File: src/rtl/if_fetch_queue_if.sv
// Decode-side handshake bundle for the instruction fetch queue.
//
// Ports (signals):
//   id_valid_o  head entry of the fetch queue is valid
//   id_ready_i  decode accepts the head entry this cycle
//   id_pc_o     PC of the head entry
//   id_inst_o   instruction word of the head entry
//
// Handshake: a transfer happens on a rising clock edge where id_valid_o and
// id_ready_i are both high. While id_valid_o is high and id_ready_i is low the
// head (id_pc_o, id_inst_o) is held stable. id_ready_i is ignored while
// id_valid_o is low, and id_pc_o/id_inst_o read as zero in that case.
interface if_fetch_queue_if;
   logic        id_valid_o;
   logic        id_ready_i;
   logic [31:0] id_pc_o;
   logic [31:0] id_inst_o;

   modport master (
      output id_valid_o,
      output id_pc_o,
      output id_inst_o,
      input  id_ready_i
   );

   modport slave (
      input  id_valid_o,
      input  id_pc_o,
      input  id_inst_o,
      output id_ready_i
   );
endinterface

File: src/rtl/if_fetch_queue.sv
// Instruction fetch stage: owns the PC, drives the instruction ROM and buffers
// fetched {pc, inst} pairs in a small FIFO whose head is offered to decode.
// Flush or branch redirect empties the FIFO and reloads the PC.
//
// Ports:
//   clk          system clock, rising edge
//   rst          synchronous active-high reset
//   rom_ce_o     ROM chip enable (registered, low during reset)
//   rom_addr_o   ROM byte address, always the current PC
//   rom_inst_i   ROM word, combinational from rom_addr_o
//   id           decode handshake (if_fetch_queue_if.master)
//   flush_i      flush request, target flush_pc_i (wins over branch)
//   flush_pc_i   flush target PC
//   branch_i     taken branch, target branch_pc_i
//   branch_pc_i  branch target PC
module if_fetch_queue #(
   parameter logic [31:0] RESET_PC = 32'h0000_0000,
   parameter int          QDEPTH   = 2
) (
   input  logic                clk,
   input  logic                rst,
   output logic                rom_ce_o,
   output logic [31:0]         rom_addr_o,
   input  logic [31:0]         rom_inst_i,
   if_fetch_queue_if.master    id,
   input  logic                flush_i,
   input  logic [31:0]         flush_pc_i,
   input  logic                branch_i,
   input  logic [31:0]         branch_pc_i
);

   localparam int PW = $clog2(QDEPTH);
   localparam int CW = PW + 1;

   logic [31:0]   r_pc;
   logic          r_ce;
   logic [31:0]   r_pc_q   [QDEPTH];
   logic [31:0]   r_inst_q [QDEPTH];
   logic [PW-1:0] r_wp;
   logic [PW-1:0] r_rp;
   logic [CW-1:0] r_cnt;

   logic          w_valid;
   logic          w_pop;
   logic          w_redirect;
   logic [31:0]   w_target;
   logic          w_fetch;

   assign w_valid    = (r_cnt != '0);
   assign w_pop      = w_valid && id.id_ready_i;
   assign w_redirect = flush_i || branch_i;
   assign w_target   = flush_i ? flush_pc_i : branch_pc_i;
   // A full queue may still fetch when the head leaves in the same cycle.
   assign w_fetch    = r_ce && !w_redirect && ((r_cnt < CW'(QDEPTH)) || w_pop);

   always_ff @(posedge clk) begin
      if (rst) begin
         r_pc  <= RESET_PC;
         r_ce  <= 1'b0;
         r_wp  <= '0;
         r_rp  <= '0;
         r_cnt <= '0;
      end else begin
         r_ce <= 1'b1;
         if (w_redirect) begin
            // Redirect drops everything queued, including a head that decode
            // is accepting this cycle; the target is forced word-aligned.
            r_pc  <= {w_target[31:2], 2'b00};
            r_wp  <= '0;
            r_rp  <= '0;
            r_cnt <= '0;
         end else begin
            if (w_fetch) begin
               r_pc <= r_pc + 32'd4;
               r_wp <= r_wp + PW'(1);
            end
            if (w_pop) begin
               r_rp <= r_rp + PW'(1);
            end
            case ({w_fetch, w_pop})
               2'b10:   r_cnt <= r_cnt + CW'(1);
               2'b01:   r_cnt <= r_cnt - CW'(1);
               default: r_cnt <= r_cnt;
            endcase
         end
      end
   end

   // Storage needs no reset: entries are only visible while counted valid.
   always_ff @(posedge clk) begin
      if (!rst && w_fetch) begin
         r_pc_q[r_wp]   <= r_pc;
         r_inst_q[r_wp] <= rom_inst_i;
      end
   end

   assign rom_ce_o     = r_ce;
   assign rom_addr_o   = r_pc;
   assign id.id_valid_o = w_valid;
   // Empty queue presents a zero NOP so stale slots never leak out.
   assign id.id_pc_o   = w_valid ? r_pc_q[r_rp]   : 32'h0;
   assign id.id_inst_o = w_valid ? r_inst_q[r_rp] : 32'h0;

endmodule

File: src/flat_wrapper.sv
// flat-port wrapper written by rule: the top's interface ports become plain ports
module if_fetch_queue_flat 
#(
   parameter logic [31:0] RESET_PC = 32'h0000_0000,
   parameter int          QDEPTH   = 2
)
  (clk, rst, rom_ce_o, rom_addr_o, rom_inst_i, flush_i, flush_pc_i, branch_i, branch_pc_i, id_id_valid_o, id_id_pc_o, id_id_inst_o, id_id_ready_i);
  if_fetch_queue_if id_i ();
  input  logic clk;
  input  logic rst;
  output logic rom_ce_o;
  output logic [31:0] rom_addr_o;
  input  logic [31:0] rom_inst_i;
  input  logic flush_i;
  input  logic [31:0] flush_pc_i;
  input  logic branch_i;
  input  logic [31:0] branch_pc_i;
  output wire logic [$bits(id_i.id_valid_o)-1:0] id_id_valid_o;
  output wire logic [$bits(id_i.id_pc_o)-1:0] id_id_pc_o;
  output wire logic [$bits(id_i.id_inst_o)-1:0] id_id_inst_o;
  input wire logic [$bits(id_i.id_ready_i)-1:0] id_id_ready_i;
  assign id_id_valid_o = id_i.id_valid_o;
  assign id_id_pc_o = id_i.id_pc_o;
  assign id_id_inst_o = id_i.id_inst_o;
  assign id_i.id_ready_i = id_id_ready_i;
  if_fetch_queue #(.RESET_PC(RESET_PC), .QDEPTH(QDEPTH)) u_core (.clk(clk), .rst(rst), .rom_ce_o(rom_ce_o), .rom_addr_o(rom_addr_o), .rom_inst_i(rom_inst_i), .id(id_i), .flush_i(flush_i), .flush_pc_i(flush_pc_i), .branch_i(branch_i), .branch_pc_i(branch_pc_i));
endmodule
File: config.mk
export PLATFORM = sky130hd
export DESIGN_NAME = if_fetch_queue_flat
export DESIGN_NICKNAME = d
export VERILOG_FILES = /design/src/rtl/if_fetch_queue_if.sv /design/src/rtl/if_fetch_queue.sv /design/src/flat_wrapper.sv
export SDC_FILE = /design/constraint.sdc
export NUM_CORES = 1
export LEC_CHECK = 0
export CAP_MARGIN = 25
export CORE_UTILIZATION = 52
export DETAILED_ROUTE_END_ITERATION = 6
export GPL_TIMING_DRIVEN = 0
export PLACE_DENSITY = 0.85
export RECOVER_POWER = 50
export SLEW_MARGIN = 20
export SYNTH_ARGS = -nofsm -noshare
export SYNTH_HDL_FRONTEND = slang
export SYNTH_SLANG_ARGS = --single-unit
File: constraint.sdc
create_clock -name clk -period 15.4 [get_ports clk]
set_input_delay 3.85 -clock clk [delete_from_list [all_inputs] [get_ports clk]]
set_output_delay 3.85 -clock clk [all_outputs]
set_load 0.02 [all_outputs]
After elaboration in Yosys (flattened, before gate mapping)
Memories as Yosys holds them, arrays and structs flattened. A register that Yosys moved wholly into a read port is not among the register bits.
Cells that the tools add are included.
{ "totals": {"ff_bits": 37, "ram_bits": 128, "output_inout_bits": 98, "memories": 2} }
{ "classes": {"addsub": 5, "magnitude_cmp": 1, "eq_ne": 2, "muxes": 13, "n_reduce_logical": 12} }
{ "mem_list": {"columns": ["memory", "words", "word_bits", "rd", "rd_ports_with_merged_regs", "write_ports", "line", "text"], "rows": [
  ["u_core.r_inst_q", 2, 32, 1, 1, 1, "if_fetch_queue.sv:38", "logic [31:0] r_inst_q [QDEPTH];"],
  ["u_core.r_pc_q", 2, 32, 1, 1, 1, "if_fetch_queue.sv:37", "logic [31:0] r_pc_q [QDEPTH];"]
]} }
{ "op_table": {"columns": ["operator", "count"], "rows": [
  ["2-to-1 mux 32 bit", 5],
  ["adder 32 x 3 -> 32 bit (second input constant)", 1],
  ["2-to-1 mux 1 bit", 7],
  ["nonzero test 2 bit", 3],
  ["logical AND 1 bit", 4],
  ["case mux 2 bit (2 select lines)", 1],
  ["adder 1 bit (second input constant)", 2],
  ["adder 2 x 1 -> 2 bit (second input constant)", 1],
  ["equality test 2 x 1 -> 1 bit (second input constant)", 1],
  ["equality test 2 bit (second input constant)", 1],
  ["logical NOT 1 bit", 2],
  ["logical OR 1 bit", 2],
  ["less-than comparator 2 bit (second input constant)", 1],
  ["OR reduction 2 bit", 1],
  ["subtractor 2 x 1 -> 2 bit (second input constant)", 1]
]} }

Depth between registers and ports, before layout
{ "logic_depth": {"depth_word": 7, "mapped_depth": 9} }

Worst setup path after synthesis
Ideal clock, no wire load.
{ "synth_path": {"path_kind": "input to register", "startpoint": "input flush_i", "endpoint": "memory u_core.r_inst_q[0][0] (enable)", "t_arrival_ns": 9.023, "slack_ns": 5.818, "cell_stages": 5, "path_buffers": 2, "path_cell_list": "clkbuf_1 > nor2_1 > clkbuf_1 > nand2_1 > nor3_1"} }
{ "synth_via": {"elab_chain_len": 7} }
{ "synth_rtl": {"columns": ["element", "line", "text"], "rows": [
  ["from (decl)", "flat_wrapper.sv:14", "input logic flush_i;"],
  ["logical OR 1 bit", "if_fetch_queue.sv:51", "assign w_redirect = flush_i || branch_i;"],
  ["logical NOT 1 bit", "if_fetch_queue.sv:54", "assign w_fetch = r_ce && !w_redirect && ((r_cnt < CW'(QDEPTH)) || w_pop);"],
  ["logical AND 1 bit (2 in series)", "if_fetch_queue.sv:54", null],
  ["logical AND 1 bit", "if_fetch_queue.sv:91", "if (!rst && w_fetch) begin"],
  ["2-to-1 mux 1 bit", "if_fetch_queue.sv:91", null],
  ["2-to-1 mux 1 bit (implied by the code)", "if_fetch_queue.sv:93", "r_inst_q[r_wp] <= rom_inst_i;"],
  ["to (decl)", "if_fetch_queue.sv:38", null]
]} }
Every way passes these cells.

==> results.md <==
- Outcome: finished, final reports clean
- Crit Path Max Fanout: 10
- Worst Setup Path Type: register to output pin
- # DRC: 0
- CTS resizes: 0
- Hold depth: 0
- Worst Path Arrival: 2670 ps
- WL final: 19040 microns
- CTS Buf Count: 17
- Detail Route Antenna Nets: 0
- Post-Synthesis Cell Area: 0.007153 sq mm
- DR top layer: met4
- CTS tree: built
- Total gr overflow: 0
- Max Cap Viol: 0
- Site Rows: 42
- First-pass GRT wire length: 30250 microns
- Worst-Margin Slew: around 860 ps
- Post-route setup TNS: 0 ps
- Critical Path Max Stage Delay: around 630 ps
- Clk_lat worst skew: about 420 ps
- Clk buf depth: 2
- Share of layout cells above drive strength 1: just over 8%
- Synth-to-Final Area Change: 39.60%
- Die height: 119.3 microns
- Met1 Wirelength: between 7000 and 8000 microns
- Final Hold Fails: 0
- Clock sink count: 160
- Number of synthesized flops with an enable pin: 124
- Num ports: 199
- Initial core utilization: 53.59%
- Minimum clock period: 6521 ps
- 1st-pass router iterations: 5
- Critical path's slowest cell: clkdlybuf4s50_1
- DR iter-0 viols: 562
- Reg2reg end: u_core.r_inst_q[1][29]
- Core Box Area: about 0.013 sq mm
- Min-Delay Startpoint: u_core.rom_addr_o[14]
- DIE WIDTH: 119.3 microns
- Reg-to-reg startpoint: u_core.r_cnt[1]
- Critical Path RT: 11550 ps
- Tcrit/Tclk final: 42.35%
- Clk_skew: 9.572 ps
- Syn Inst Count: between 500 and 600
- # Post-CTS Setup Buffers: 0
- Yosys warning count: 0
- R2R cell count: 7
- Ys flop type: edfxtp_1
- ANT cells: 0
- Routed length on met2: around 9100 microns
- Async set or reset register ratio after synthesis: 0%
- Number of global-route vias before repair: 5826
- Worst-path clk slew: 60 ps
- Worst vdd ir: 0.06648 mV
- Mapped Avg Cell Area: approximately 12 sq um
- PD cells: slightly above 100 mW/mm^2
- Setup slack at placement: approximately 8600 ps
- Vias/cell: 5.701
- Met3 WL: 1741 microns
- Slew HR: roughly 43%
- Hold WC Path Type: register to register
- Post-DP HPWL: 13810 microns
- Post-CTS Hold Buffers: 0
- Final WS setup: 8879 ps
- Hold Path Sink: u_core.r_pc_q[1][14]
- Pleak: 3.381 nW
- CTS root buf: clkbuf_16
- Initial antenna violation count: 0
- Vias: 5678
- Most common cell after layout, fill and taps aside: edfxtp_1
- CP Capture Type: output pin
- Commonest non-fill, non-tap cells in the layout: 124 x edfxtp_1, 123 x clkdlybuf4s50_1, 76 x nor2_1
- # port buffers: 188
- Yosys reg bits: 160
- # setup viols final: 0
- Sequential share of the synthesized area: 62.13%
- Reg-to-reg setup timing slack: 12710 ps
- Largest net degree at the start of global routing: 17
- Final instance area: 0.009986 sq mm
- Inst Count DP: 964
- Die footprint: around 0.014 sq mm
- RSZ-0062 raised after global routing: false
- Fmax: about 0.15 GHz
- Post-DR wirelength/cell: about 19 microns
- CP Launch Type: register
- Finished Layout Cells: around 1000
- Area after DPL: 0.009397 sq mm
- Cell Chain, Critical Path: clkbuf_1 -> buf_1 -> mux2i_1 -> nor2_1 -> clkdlybuf4s50_1
- H-Tree Level Count: 4
- GRT Util Overall: 27.86%
- GPL Wtd Cong: 0.9660
- Distinct cell type count after synthesis: just under 60
- Max Slew Vio Count: 0
- Final Net Count: 910
how the worst max path moves through the flow:
| stage | from | end | slack (ps) | depth (start not counted) |
|---|---|---|---|---|
| floorplan | flush_i | u_core.r_inst_q[0][0] | 5820 | 5 |
| global placement | branch_i | u_core.r_pc_q[1][3] | 2830 | 5 |
| detailed placement | branch_i | u_core.r_inst_q[1][17] | 8580 | 7 |
| CTS | register | id_id_inst_o[20] | 8820 | 5 |
| global route | register | id_id_pc_o[29] | 8680 | 5 |
| finish | register | id_id_inst_o[20] | 8880 | 5 |
final cells by class:
cell class | count | area (sq um)
Buffer | 42 | 215.2
Clock buffer | 22 | 464.2
Clock inverter | 10 | 161.4
Fill cell | 919 | 3362
Inverter | 12 | 45.04
Multi-Input combinational cell | 372 | 2434
Sequential cell | 160 | 4444
Tap cell | 176 | 220.2
Timing Repair Buffer | 202 | 2002
cell families after synthesis:
family,Yosys count,share of synthesized area (%)
simple gates,180,12.77
flops,160,62.13
compound gates,108,10.16
mux,66,9.253
buf+inv,54,3.813
xor+xnor,12,1.469
fa+ha+maj,2,0.3498
other cells,1,0.05242
Yosys cell counts, types with 2 or more instances:
| cell | count | share of area [%] |
|---|---|---|
| o21ai_0 | 18 | 1.3 |
| nand2b_1 | 2 | 0.17 |
| nor3b_1 | 3 | 0.31 |
| nand2_1 | 28 | 1.5 |
| clkbuf_1 | 17 | 0.89 |
| mux2i_1 | 65 | 9.1 |
| a21oi_1 | 21 | 1.5 |
| or3_1 | 4 | 0.35 |
| dfxtp_1 | 36 | 10 |
| buf_4 | 6 | 0.63 |
| a31oi_1 | 6 | 0.52 |
| and3_1 | 3 | 0.26 |
| nor4_2 | 2 | 0.35 |
| nor2_1 | 76 | 4.0 |
| and2_1 | 5 | 0.44 |
| nand4_1 | 9 | 0.79 |
| ha_1 | 2 | 0.35 |
| xnor2_1 | 11 | 1.3 |
| edfxtp_1 | 124 | 52 |
| a211oi_1 | 14 | 1.5 |
| buf_6 | 4 | 0.63 |
| a222oi_1 | 3 | 0.42 |
| buf_2 | 8 | 0.56 |
| a22oi_1 | 11 | 1.2 |
| nand4_2 | 2 | 0.35 |
| inv_1 | 11 | 0.58 |
| a21boi_0 | 3 | 0.31 |
| o31ai_1 | 3 | 0.31 |
| buf_1 | 4 | 0.21 |
| a22o_1 | 2 | 0.24 |
| o221ai_1 | 2 | 0.24 |
| o21a_1 | 9 | 0.94 |
| o22ai_1 | 6 | 0.52 |
| nor4_1 | 5 | 0.44 |
| nor3_1 | 17 | 1.2 |
| nor2b_1 | 3 | 0.26 |
| clkbuf_2 | 2 | 0.14 |
| a21o_1 | 2 | 0.21 |
| and4_1 | 5 | 0.61 |
| nand3_1 | 11 | 0.77 |
power breakdown:
part	internal (W)	leakage, nW	total, W	switching (W)
logic	0.0000452	1.65	0.0000900	0.0000448
clock network	0.000280	0.308	0.000443	0.000163
registers	0.000475	1.43	0.000487	0.0000124
per-layer routing:
layer,up-vias,track usage (%)
li1,2639,-
met1,2682,35.98
met2,322,45.24
met3,35,6.992
met4,0,10.52
met5,-,0
flip-flops by register name, indices dropped and copies added, names as in the netlist, named ones only:
signal             cells
u_core.rom_ce_o        1
u_core.r_rp            1
u_core.r_inst_q       64
u_core.rom_addr_o     30
u_core.r_pc_q         60
u_core.r_cnt           2
u_core.r_wp            1
stage by stage:
step                 power, W  util (%)  hold slack (ps)
floorplan           0.0005344         -            471.8
CTS                  0.001028     75.08            490.7
global placement    0.0005858     69.42            472.8
detailed placement  0.0005886     70.40            479.6
global route         0.001048     74.81            500.8
finish               0.001021     74.81            484.5
worst max-delay path, delay by kind of cell, from the launching register on:
family,cells,cell delay (ps)
AND/OR/NAND/NOR,1,170
buffers and inverters,3,1620
multiplexers,1,170
flip-flops,1,300
Note: power is estimated with default switching activity, not from simulation.
==> edit 1: new RTL, same settings <==
Make the reset (`rst`) asynchronous in one clocked block. Comments in the files are not updated.
--- a/src/rtl/if_fetch_queue.sv
+++ b/src/rtl/if_fetch_queue.sv
@@ -54,5 +54,5 @@
    assign w_fetch    = r_ce && !w_redirect && ((r_cnt < CW'(QDEPTH)) || w_pop);
 
-   always_ff @(posedge clk) begin
+   always_ff @(posedge clk or posedge rst) begin
       if (rst) begin
          r_pc  <= RESET_PC;
Check against the original RTL: differs if rst is asserted again (counterexample within 4 cycles, from zero or initial values and one cycle with rst high); with rst held inactive, the same outputs for 4 cycles.
==> edit 1 against the original RTL <==
Area after synthesis decreased by 3.2%; wire length decreased by 7.8%; maximum frequency decreased by 0.91%; global-route usage decreased by 1.3 points; power decreased by 1.9%; non-clock buffer count decreased by 10; synthesized cell count decreased by 12%; worst hold slack improved by 68 ps; sequential power increased by 2%; clock power decreased by 11%; setup slack got worse by 60 ps; sequential cell count decreased by 1; cell area decreased by 2.4%.
==> edit 1: results (changes against the original RTL) <==
status finished, final reports clean (unchanged); Setup crit end id_id_pc_o[21] (was id_id_inst_o[20]); yosys warns 0 (unchanged); Iter 0 DRT Violations 507 (was 562); Worst Max-Slew Pin Slew 1337 ps (was 856.8 ps); Critical Path Source u_core.r_cnt[1]$_DFFE_PP0P_; largest net degree at the start of global routing 36 (was 17); Hold Path Class flop to flop (unchanged); drt pass-1 iters 5 (unchanged); Global Route Usage Sum 26.52% (was 27.86%); Pleak 3.314 nW (was 3.381 nW); drt total wl 17.55 mm (was 19.04 mm); initial antenna violation count 1 (was 0); post-synthesis mux area share 9.705% (was 9.253%); Compound-Gate Fraction of Synth Area 5.747% (was 10.16%); Post-Place Cells 891 (was 964); layout cell share with drive strength beyond 1 9.321% (was 8.293%); Post-synth top cells edfxtp_1, nor2_1, mux2i_1, dfrtp_1, nand2_1 (was edfxtp_1, nor2_1, mux2i_1, dfxtp_1, nand2_1); Crit path arrival time 2730 ps (was 2670 ps); Port Buffer Count 189 (was 188); Post-Synth Adder-Cell Area 0.3615% (was 0.3498%); htree depth 4 (unchanged); Non-Filler Instances 924 (was 996); top cells by area, synth edfxtp_1, dfrtp_1, mux2i_1, nor2_1, xor2_1 (was edfxtp_1, dfxtp_1, mux2i_1, nor2_1, a211oi_1); reg2reg setup slack 12740 ps (was 12710 ps); Cell variety after synth 48 (was 58); hold path depth 0 (unchanged); HPWL Detailed 12.54 mm (was 13.81 mm); clock skew 11.14 ps (was 9.572 ps); Vias/cell 5.575 (was 5.701); post-CTS setup buffers 0 (unchanged); post_cts resized 0 (unchanged); peak supply drop 0.00006759 V (was 0.00006648 V); xor and xnor area share after synthesis 3.289% (was 1.469%); first-pass GRT wire length 28.00 mm (was 30.25 mm); max reg flops 64 (unchanged); Final #Nets 841 (was 910); register area share after synthesis 66.44% (was 62.13%); clock buffer depth 2 (unchanged); vias in the first global route 5251 (was 5826); syn avg cell area 13.49 sq um (was 12.27 sq um); reg-to-reg endpoint u_core.r_inst_q[1][15]$_DFFE_PP_ (was u_core.r_inst_q[1][29]$_DFFE_PP_); WHS Endpoint u_core.r_pc_q[0][28]$_DFFE_PP_ (was u_core.r_pc_q[1][14]$_DFFE_PP_); Post-synth EDFFs 124 (unchanged); fill count 790 (was 919); Hold Startpoint u_core.rom_addr_o[28]$_DFFE_PP0P_ (was u_core.rom_addr_o[14]$_SDFFE_PP0P_); largest register by flop count u_core.r_inst_q (unchanged); fraction of registers with async set/reset 22.01% (was 0%); DP Area 0.009179 sq mm (was 0.009397 sq mm); CTS buffer count 17 (unchanged); gpl congestion 0.8564 (was 0.9660); total of max-cap violations 0 (unchanged)
[edit 1: where the power goes]
group	internal (W)	switching (W)	leakage, nW	total [W]
registers	0.000478	0.0000181	1.54	0.000497
logic	0.0000532	0.0000557	1.51	0.000109
clock network	0.000231	0.000164	0.268	0.000396
total	0.000763	0.000238	3.31	0.00100
[edit 1: cell type report]
class	instances	area, sq um	share of cell area (%)
antenna	1	2.502	0.02567
buffer	31	146.4	1.502
clock buffer	20	456.7	4.684
clock inverter	12	113.9	1.168
inverter	3	11.26	0.1155
multi-input combinational	323	2185	22.41
sequential	159	4599	47.18
tap	172	215.2	2.207
timing repair buffer	203	2019	20.71
[edit 1: logic make-up (layout without fill, tap and decap cells)]
family                     Yosys count  after routing
buffers and inverters               34            269
other                                2              6
AOI/OAI and AO/OA                   63             63
muxes                               67             67
xor gates and xnor gates            26             26
and+or+nand+nor                    160            160
adders and majority gates            2              2
DFF                                159            159
[edit 1: through the flow]
stage	hold WS (ps)	util, %	setup slack, ps	total power (W)
after floorplan	519.5	-	5789	0.0005504
after global placement	523.9	70.50	3008	0.0006120
after detailed placement	541.9	71.57	8782	0.0006162
after CTS	561.4	76.02	8844	0.001009
after global routing	568.5	76.02	8754	0.001032
final	552.8	76.02	8818	0.001001
[edit 1: per-layer routing]
| metal | vias up | routed length (um) | track usage, % |
|---|---|---|---|
| met3 | 41 | 1405 | 7.393 |
| met2 | 280 | 8725 | 43.68 |
| met5 | - | 0 | 0 |
| li1 | 2339 | - | - |
| met4 | 0 | 410 | 9.497 |
| met1 | 2491 | 7012 | 33.54 |
[edit 1: worst max-delay path, stage by stage, from the launching register on]
cell	delay, ps
dfrtp_1	410
nor2_1	660
clkbuf_1	510
nor2_1	170
clkdlybuf4s50_1	580
==> edit 2: new RTL, same settings <==
Without the edit above. `QDEPTH` is set to 2 in 2 places; all go to 4.
--- a/src/rtl/if_fetch_queue.sv
+++ b/src/rtl/if_fetch_queue.sv
@@ -16,5 +16,5 @@
 module if_fetch_queue #(
    parameter logic [31:0] RESET_PC = 32'h0000_0000,
-   parameter int          QDEPTH   = 2
+   parameter int          QDEPTH   = 4
 ) (
    input  logic                clk,
--- a/src/flat_wrapper.sv
+++ b/src/flat_wrapper.sv
@@ -3,5 +3,5 @@
 #(
    parameter logic [31:0] RESET_PC = 32'h0000_0000,
-   parameter int          QDEPTH   = 2
+   parameter int          QDEPTH   = 4
 )
   (clk, rst, rom_ce_o, rom_addr_o, rom_inst_i, flush_i, flush_pc_i, branch_i, branch_pc_i, id_id_valid_o, id_id_pc_o, id_id_inst_o, id_id_ready_i);
Behaviour: not the same (a bounded check fails within 10 cycles, from zero or initial values and one cycle with rst high).
==> edit 2 against the original RTL <==
Largest power group unchanged; setup slack worse by 430 ps; synthesized cell count up 30%; sequential cell count up 128; area after synthesis up 69%; power up 67%; clock power up 65%; wire length up 49%; maximum frequency down 6.3%; sequential share of layout area up 8.7 points; the run now ends with DRC left; cell area up 55%.
==> edit 2: results (changes against the original RTL) <==
Pleak 5.188 nW (was 3.381 nW); max reg flops 128 (was 64); vias in the first global route 7678 (was 5826); Iter 0 DRT Violations 732 (was 562); register area share after synthesis 68.20% (was 62.13%); fraction of registers with async set/reset 0% (unchanged); drt total wl 28.43 mm (was 19.04 mm); post-CTS setup buffers 0 (unchanged); failing checks DRC; top cells by area, synth edfxtp_1, mux4_2, dfxtp_1, and2_1, a21oi_1 (was edfxtp_1, dfxtp_1, mux2i_1, nor2_1, a211oi_1); CTS buffer count 29 (was 17); met2 Resource Use GR 39.99% (was 45.24%); drt pass-1 iters 7 (was 5); Post-synth EDFFs 248 (was 124); CTS clock-pin slew for the worst setup and hold paths 60 ps (about the same); clock skew 24.00 ps (was 9.572 ps); synthesized instance count 755 (was 583); Worst Max-Slew Pin Slew 1160 ps (was 856.8 ps); largest register by flop count u_core.r_inst_q (unchanged); initial antenna violation count 1 (was 0); gpl congestion 0.9234 (was 0.9660); fill count 1560 (was 919); HPWL Detailed 18.84 mm (was 13.81 mm); Final #Nets 1090 (was 910); Post-Place Cells 1236 (was 964); met3 Use GR 4.455% (was 6.992%); yosys warns 0 (unchanged); drt wl/cell 22.02 um (was 19.11 um); layout cell share with drive strength beyond 1 13.03% (was 8.293%); post_cts resized 0 (unchanged); met1 Use GR 32.90% (was 35.98%); htree depth 1 (was 4); Cell variety after synth 57 (was 58); Root Driver clkbuf_16 (unchanged); Hold Path Class flop to flop (unchanged); worst skew pair latency 540 ps (was 420 ps); Port Buffer Count 189 (was 188); peak supply drop 0.00006105 V (was 0.00006648 V); Global Route Usage Sum 24.07% (was 27.86%); status finished with violations (was finished, final reports clean); drc violations 2 (was 0); first-pass GRT wire length 43.61 mm (was 30.25 mm); Crit path arrival time 3110 ps (was 2670 ps); Post-synth top cells edfxtp_1, and2_1, mux4_2, a21oi_1, dfxtp_1 (was edfxtp_1, nor2_1, mux2i_1, dfxtp_1, nand2_1); largest net degree at the start of global routing 44 (was 17); routed via count 7643 (was 5678); clock buffer depth 3 (was 2); crit path max fanout 10 (unchanged)
-- edit 2: critical path, cell delays in order, from the launching register on --
cell             delay [ps]
dfxtp_1                 310
clkbuf_1                490
buf_2                   460
mux4_2                  560
and2_1                  180
clkdlybuf4s50_1         550
-- edit 2: power breakdown --
part           total [W]  switching (W)  internal [W]  leakage (nW)
Clock           0.000732       0.000277      0.000455         0.496
Sequential      0.000871      0.0000144      0.000857          2.60
Combinational  0.0000990      0.0000509     0.0000481          2.09
-- edit 2: worst paths after layout --
check	to	slack, ps	cells past startpoint	start
worst max-delay path	id_id_pc_o[12]	8440	5	flop
worst min-delay path	u_core.r_wp[1]$_SDFFE_PP0P_	510	2	u_core.r_wp[1]$_SDFFE_PP0P_
worst max register to register	u_core.r_pc_q[3][3]$_DFFE_PP_	12180	6	u_core.r_cnt[2]$_SDFFE_PP0P_
worst min register to register	u_core.r_wp[1]$_SDFFE_PP0P_	510	2	u_core.r_wp[1]$_SDFFE_PP0P_
-- edit 2: final cells by class --
cell class,count,area (sq um),share of cell area [%]
clock buffers,44,832.0,5.372
diodes,1,2.502,0.01616
clock inverters,10,178.9,1.155
plain buffers,48,203.9,1.317
inverters,20,75.07,0.4847
repair buffers,193,2002,12.93
multi-input cells,402,3588,23.17
flip-flops and latches,288,8248,53.26
well taps,285,356.6,2.302
-- edit 2: through the flow --
stage               hold WS [ps]  area (sq um)  setup slack, ps  util, %
floorplan                  467.1         12100             8819        -
global placement           481.6         14350             6818    63.20
detailed placement         501.1         14480             8693    63.77
CTS                        510.2         15490             8384    68.23
global route               528.5         15480             8296    68.19
finish                     510.9         15490             8444    68.20
-- edit 2: logic make-up after synthesis --
| logic type | count (synthesis) | synth area share (%) |
|---|---|---|
| buffers and inverters | 68 | 2.338 |
| muxes | 68 | 12.11 |
| DFF | 288 | 68.20 |
| adders and majority gates | 7 | 0.7863 |
| other | 1 | 0.03101 |
| and+or+nand+nor | 194 | 9.136 |
| AOI/OAI and AO/OA | 121 | 6.818 |
| xor gates and xnor gates | 8 | 0.5794 |
-- edit 2: per-layer routing --
layer	part of all wire (%)	wire length [um]
met1	41	11740
met2	49	13950
met3	8.1	2305
met4	1.5	430
met5	0	0
